==> src/rtl/tx_packet_scheduler.sv <==
// Frames one source's message (DD, src, dest, len, payload, CRC-8) onto the UART tx; TX_RR_ARB_EN selects round-robin over fixed priority.
// Latency: first byte (prefix) is presented one cycle after a request is seen in IDLE.
// Backpressure: tx_valid/tx_ready; tx_data and the source pop are held until tx_ready.
`ifndef NUM_SOURCES
`define NUM_SOURCES 4
`endif

module tx_packet_scheduler #(
    parameter int         NUM_SOURCES = `NUM_SOURCES,
    parameter logic [7:0] PREFIX      = 8'hDD,
    parameter logic [7:0] SRC_BASE    = 8'h01,
    parameter logic [7:0] DEST_ADDR   = 8'h00
) (
    input  logic                     clk,
    input  logic                     n_rst,
    input  logic [NUM_SOURCES-1:0]   have_msg_bus,
    input  logic [8*NUM_SOURCES-1:0] len_bus,
    input  logic [8*NUM_SOURCES-1:0] data_bus,
    output logic [NUM_SOURCES-1:0]   rdreq_bus,
    output logic [7:0]               tx_data,
    output logic                     tx_valid,
    input  logic                     tx_ready,
    output logic [2:0]               current_source,
    output logic [2:0]               state,
    output logic [7:0]               crc
);

    typedef enum logic [2:0] {
        S_IDLE    = 3'd0,
        S_PREFIX  = 3'd1,
        S_SRC     = 3'd2,
        S_DEST    = 3'd3,
        S_LEN     = 3'd4,
        S_PAYLOAD = 3'd5,
        S_CRC     = 3'd6
    } state_t;

    localparam logic [3:0] NS4 = 4'(NUM_SOURCES);

    state_t     st, st_nxt;
    logic [2:0] cur, cur_nxt;
    logic [7:0] cnt, cnt_nxt;
    logic [7:0] crc_q, crc_nxt;
    logic       xfer;
    logic       any_req;
    logic [2:0] winner;
    logic [2:0] start_idx;
    logic [2:0] cand;
    logic [3:0] sum;
    logic [7:0] req8;
    logic [7:0] len_arr  [8];
    logic [7:0] data_arr [8];

    // Padding to eight entries lets a 3-bit index select without width games.
    for (genvar g = 0; g < 8; g++) begin : g_unpack
        if (g < NUM_SOURCES) begin : g_real
            assign len_arr[g]  = len_bus[8*g +: 8];
            assign data_arr[g] = data_bus[8*g +: 8];
        end else begin : g_pad
            assign len_arr[g]  = 8'h00;
            assign data_arr[g] = 8'h00;
        end
    end

    assign req8 = 8'(have_msg_bus);
    assign xfer = tx_valid && tx_ready;

    function automatic logic [7:0] crc8_upd(input logic [7:0] c, input logic [7:0] d);
        logic [7:0] r;
        r = c ^ d;
        for (int b = 0; b < 8; b++) begin
            r = r[7] ? ({r[6:0], 1'b0} ^ 8'h07) : {r[6:0], 1'b0};
        end
        return r;
    endfunction

`ifdef TX_RR_ARB_EN
    logic [2:0] rr_ptr;
    assign start_idx = rr_ptr;

    // rr_ptr holds the index where the next search begins.
    always_ff @(posedge clk or negedge n_rst) begin
        if (!n_rst) begin
            rr_ptr <= 3'd0;
        end else if (st == S_IDLE && any_req) begin
            rr_ptr <= (({1'b0, winner} + 4'd1) >= NS4) ? 3'd0 : winner + 3'd1;
        end
    end
`else
    assign start_idx = 3'd0;
`endif

    always_comb begin
        any_req = 1'b0;
        winner  = 3'd0;
        cand    = 3'd0;
        sum     = 4'd0;
        for (int k = 0; k < NUM_SOURCES; k++) begin
            sum  = {1'b0, start_idx} + 4'(k);
            cand = (sum >= NS4) ? 3'(sum - NS4) : sum[2:0];
            if (!any_req && req8[cand]) begin
                any_req = 1'b1;
                winner  = cand;
            end
        end
    end

    always_comb begin
        tx_data = 8'h00;
        case (st)
            S_PREFIX:  tx_data = PREFIX;
            S_SRC:     tx_data = SRC_BASE + {5'd0, cur};
            S_DEST:    tx_data = DEST_ADDR;
            S_LEN:     tx_data = cnt;
            S_PAYLOAD: tx_data = data_arr[cur];
            S_CRC:     tx_data = crc_q;
            default:   tx_data = 8'h00;
        endcase
    end

    always_comb begin
        st_nxt  = st;
        cur_nxt = cur;
        cnt_nxt = cnt;
        crc_nxt = crc_q;
        case (st)
            S_IDLE: if (any_req) begin
                st_nxt  = S_PREFIX;
                cur_nxt = winner;
                cnt_nxt = len_arr[winner];
                crc_nxt = 8'h00;
            end
            S_PREFIX: if (xfer) st_nxt = S_SRC;
            S_SRC: if (xfer) begin
                st_nxt  = S_DEST;
                crc_nxt = crc8_upd(crc_q, tx_data);
            end
            S_DEST: if (xfer) begin
                st_nxt  = S_LEN;
                crc_nxt = crc8_upd(crc_q, tx_data);
            end
            S_LEN: if (xfer) begin
                st_nxt  = (cnt == 8'd0) ? S_CRC : S_PAYLOAD;
                crc_nxt = crc8_upd(crc_q, tx_data);
            end
            S_PAYLOAD: if (xfer) begin
                cnt_nxt = cnt - 8'd1;
                crc_nxt = crc8_upd(crc_q, tx_data);
                if (cnt == 8'd1) st_nxt = S_CRC;
            end
            S_CRC: if (xfer) st_nxt = S_IDLE;
            default: st_nxt = S_IDLE;
        endcase
    end

    always_ff @(posedge clk or negedge n_rst) begin
        if (!n_rst) begin
            st    <= S_IDLE;
            cur   <= 3'd0;
            cnt   <= 8'd0;
            crc_q <= 8'h00;
        end else begin
            st    <= st_nxt;
            cur   <= cur_nxt;
            cnt   <= cnt_nxt;
            crc_q <= crc_nxt;
        end
    end

    // Pop is tied to the accepted payload byte so the head advances exactly once per byte.
    always_comb begin
        rdreq_bus = '0;
        if (st == S_PAYLOAD && xfer) begin
            for (int i = 0; i < NUM_SOURCES; i++) begin
                rdreq_bus[i] = (3'(i) == cur);
            end
        end
    end

    assign tx_valid       = (st != S_IDLE);
    assign current_source = cur;
    assign state          = st;
    assign crc            = crc_q;

endmodule

==> config.mk <==
export PLATFORM = sky130hd
export DESIGN_NAME = tx_packet_scheduler
export DESIGN_NICKNAME = d
export VERILOG_FILES = /design/src/rtl/tx_packet_scheduler.sv
export SDC_FILE = /design/constraint.sdc
export NUM_CORES = 1
export LEC_CHECK = 0
export CAP_MARGIN = 5
export CORE_MARGIN = 2
export CORE_UTILIZATION = 41
export CTS_BUF_LIST = sky130_fd_sc_hd__clkbuf_4
export CTS_CLUSTER_SIZE = 30
export DETAILED_ROUTE_END_ITERATION = 8
export PLACE_DENSITY_LB_ADDON = 0.05
export SETUP_SLACK_MARGIN = 0.15
export SYNTH_ARGS = -nofsm -noshare
export SYNTH_HDL_FRONTEND = slang
export SYNTH_SLANG_ARGS = --single-unit
==> constraint.sdc <==
create_clock -name clk -period 2.4 [get_ports clk]
set_input_delay 0.36 -clock clk [delete_from_list [all_inputs] [get_ports clk]]
set_output_delay 0.36 -clock clk [all_outputs]
set_load 0.01 [all_outputs]
==> implementation parameters <==
Parameter                              Value

Routing
  Antenna Nets Post-Route    0
  Total number of vias    2657
  # DRC    0
  WL final    7774 um
  Via density    5.535
  Routed wirelength normalized by instance count    16.20 um
  Drt first pass iters    6
  Number of DRC violations after detailed-routing iteration 0    202

Power
  IR Drop Worst-Case VDD    0.0008009 V
  Cell leakage power    1.631 nW
  Switching part of the total power    44.47%
  Clock Power Share    4.0%
  Internal power consumption    2.752 mW
  Net switching component of the power    2.204 mW
  Combinational cell fraction of total power    80.8%
  P per Cell Area    1292 mW/mm^2
  Flop pwr share    15.2%

Setup path
  Startpoint of the worst-slack reg-to-reg timing path    current_source[0]
  Total stage count of the critical path    9
  Crit start category    register
  Max stage delay cell, worst path    sky130_fd_sc_hd__mux4_2
  CP Launch Point    current_source[0]
  Worst Path Arrival    2780 ps
  Setup slack on the worst flop-to-flop path    -110 ps
  Kind of capture point of the worst setup path    register
  Longest individual stage delay on the worst path    540 ps
  Most Frequent Cell on Critical Path    sky130_fd_sc_hd__buf_6
  Worst path buffer plus inverter count    2
  Endpoint of the worst-slack reg-to-reg timing path    crc[1]
  Category of the most critical setup path    reg -> reg
  End point of the critical path    crc[1]
  Worst Reg2Reg Path Length in Cells    9
  Required time at the endpoint of the critical path    2670 ps
  Worst-path fanout max    4
  Crit path max-delay family    multiplexers
  Critical path cell sequence    buf_6 -> buf_6 -> mux4_2 -> o21a_1 -> o211ai_2 -> xnor3_1 -> xor2_1 -> or3_1 -> nand3_1

Finish
  Area Overhead vs Synth    61.11%
  Diodes inserted    0
  Final design instance area without fill    0.003836 sq mm
  Commonest cells after routing, fill and taps aside    sky130_fd_sc_hd__clkdlybuf4s50_1, sky130_fd_sc_hd__buf_4, sky130_fd_sc_hd__nand2_1
  Most common library cell in the layout ignoring fill and taps    sky130_fd_sc_hd__clkdlybuf4s50_1
  Number of nets at the end of the flow    487
  Share of layout cells above drive strength 1    27.45%

Timing
  Worst hold margin    376.2 ps
  Unrepaired setup endpoints after global routing    yes
  Final count of negative-setup-slack endpoints    9
  Final period util    104.6%
  Min Tclk post-route    2510 ps
  Clk_skew    4.969 ps
  Worst Setup Slack, final    -109.6 ps
  Hold Fails Final Rpt    0
  Summed negative setup slack over all endpoints    -406.5 ps
  Achievable clock frequency    398.5 MHz
  Total count of max-transition violations in the final report    0

Clocking
  Maximum buffer depth of the clock tree    2
  TritonCTS clock tree    built
  # H-tree levels    1
  CTS clock-pin slew for the worst setup and hold paths    150 ps
  Number of CTS-inserted buffers    3
  CTS Root Cell    sky130_fd_sc_hd__clkbuf_4
  Post-CTS Hold Fix Bufs    0
  Source-to-sink clock delay at the later pin of the worst-skew pair    320 ps
  Number of clock sinks    21

Global route
  Number of global-route vias before repair    2618
  Global-route wire length before repair    12210 um
  Maximum number of pins on one net before global-route repair    22
  Number of antenna violations at the first check in global routing    0
  Total routing resource utilization after global routing    24.19%
  Remaining Overflow, GRT    0

Floorplanning
  Initial Util    42.72%
  Count of pins on the block boundary    98
  Die Wd    80.21 um
  Chip height    80.21 um
  Row count    27
  Total core area    0.005574 sq mm
  Area of the die    0.006433 sq mm

Outcome
  Result of the run    finished with violations
  Failing checks    setup timing

Place
  Global placer's final weighted congestion    0.8595
  Placed wire-length estimate    5990 um
  Number of buffers added on ports    96
  Placed inst area    0.003598 sq mm

Synthesis
  Share of async-settable or async-resettable flops after synthesis    100.0%
  Number of distinct library cells after synthesis    55
  Syn Area/Cell    8.754 sq um
  Count of flip-flops with a built-in enable after synthesis    0
  Yosys warning count    0
  Post-Synthesis Cell Area    0.002381 sq mm
  Post-synthesis sequential element count    21
  Net Count, Synth    350
  Commonest register cell after synthesis    sky130_fd_sc_hd__dfrtp_1
  Share of the yosys chip area belonging to registers    22.07%
  Post-synthesis cell count    272

Min path
  Worst hold path type    in -> async

Run
  Max-cap check violation count    0
flip-flops by register name (all words and copies together) (netlist names):
name and flops:
cnt 8, crc 8, current_source 2, state 3
synth_stat cells (2+ instances only):
cell / number / area, sq um
sky130_fd_sc_hd__nand2_1: 32 / 120.1
sky130_fd_sc_hd__o21ai_0: 28 / 140.1
sky130_fd_sc_hd__dfrtp_1: 21 / 525.5
sky130_fd_sc_hd__a21oi_1: 17 / 85.08
sky130_fd_sc_hd__inv_1: 15 / 56.30
sky130_fd_sc_hd__nor2_1: 15 / 56.30
sky130_fd_sc_hd__nand3_1: 12 / 60.06
sky130_fd_sc_hd__xnor2_1: 12 / 105.1
sky130_fd_sc_hd__clkbuf_1: 11 / 41.29
sky130_fd_sc_hd__mux4_2: 10 / 225.2
sky130_fd_sc_hd__ha_1: 7 / 87.58
sky130_fd_sc_hd__or3_1: 7 / 43.79
sky130_fd_sc_hd__mux4_1: 6 / 157.7
sky130_fd_sc_hd__nor3_1: 6 / 30.03
sky130_fd_sc_hd__and3_1: 5 / 31.28
sky130_fd_sc_hd__a22oi_1: 4 / 30.03
sky130_fd_sc_hd__nor2b_1: 4 / 25.02
sky130_fd_sc_hd__o32ai_1: 4 / 35.03
sky130_fd_sc_hd__buf_6: 3 / 33.78
sky130_fd_sc_hd__clkbuf_8: 3 / 41.29
sky130_fd_sc_hd__mux2_2: 3 / 33.78
sky130_fd_sc_hd__o211ai_1: 3 / 22.52
sky130_fd_sc_hd__o21a_1: 3 / 22.52
sky130_fd_sc_hd__xor2_1: 3 / 26.28
sky130_fd_sc_hd__a222oi_1: 2 / 20.02
sky130_fd_sc_hd__a22o_1: 2 / 17.52
sky130_fd_sc_hd__mux2i_1: 2 / 20.02
sky130_fd_sc_hd__nand2b_1: 2 / 12.51
sky130_fd_sc_hd__o22ai_1: 2 / 12.51
sky130_fd_sc_hd__o31ai_1: 2 / 15.01
sky130_fd_sc_hd__xnor3_1: 2 / 45.04
layer usage:
metal | global-route usage [%] | vias up | wire (um)
met2 | 39.58 | 105 | 3751
met4 | 5.085 | 0 | 43
met1 | 33.71 | 1269 | 3484
met5 | 0 | - | 0
met3 | 3.933 | 6 | 494
li1 | - | 1277 | -
how the worst min path moves through the flow:
stage,from,end,depth (start not counted)
2_1_floorplan,n_rst,cnt[0],0
5_1_grt,n_rst,state[1],2
4_1_cts,n_rst,crc[6],2
3_3_place_gp,cnt[6],cnt[6],2
6_report,n_rst,crc[7],2
3_5_place_dp,cnt[6],cnt[6],2
cell families after synthesis:
logic type               synth area share [%]
multiplexers                            18.34
XOR/XNOR                                8.093
AO/OA/AOI/OAI                           21.28
flip-flops                              22.07
adder cells (fa/ha/maj)                 3.678
other                                  0.1575
buffers and inverters                   7.724
AND/OR/NAND/NOR                         18.66
per-stage QoR:
stage          power, mW  setup slack, ps  utilization (%)  cells
3_5_place_dp       4.149           -250.1            64.56    458
2_1_floorplan      2.856           -58.96                -    272
4_1_cts            4.789           -43.16            67.86    477
5_1_grt            5.320           -230.9            68.82    480
6_report           4.956           -109.6            68.82    480
3_3_place_gp       4.107           -209.6            64.56    458
final cells by class:
class | instances | area [sq um]
clock buffers | 3 | 22.52
flip-flops and latches | 21 | 530.5
fillers | 466 | 1738
well taps | 72 | 90.09
multi-input cells | 217 | 1759
clock inverters | 1 | 5.005
repair buffers | 151 | 1373
inverters | 15 | 56.30
repair_timing:
action                     4_1_cts  5_1_grt
resized for setup               65       11
buffers inserted                15        3
pin swaps                        4       11
hold endpoints to repair         0        0
setup endpoints to repair       21       18
power by group through the flow:
stage	sequential [mW]	combinational [mW]	clock, mW
floorplan	0.707	2.15	0
global placement	0.782	3.32	0
detailed placement	0.776	3.37	0
CTS	0.747	3.85	0.193
global route	0.776	4.33	0.211
finish	0.753	4.01	0.197
(Power assumes the default switching activity.)
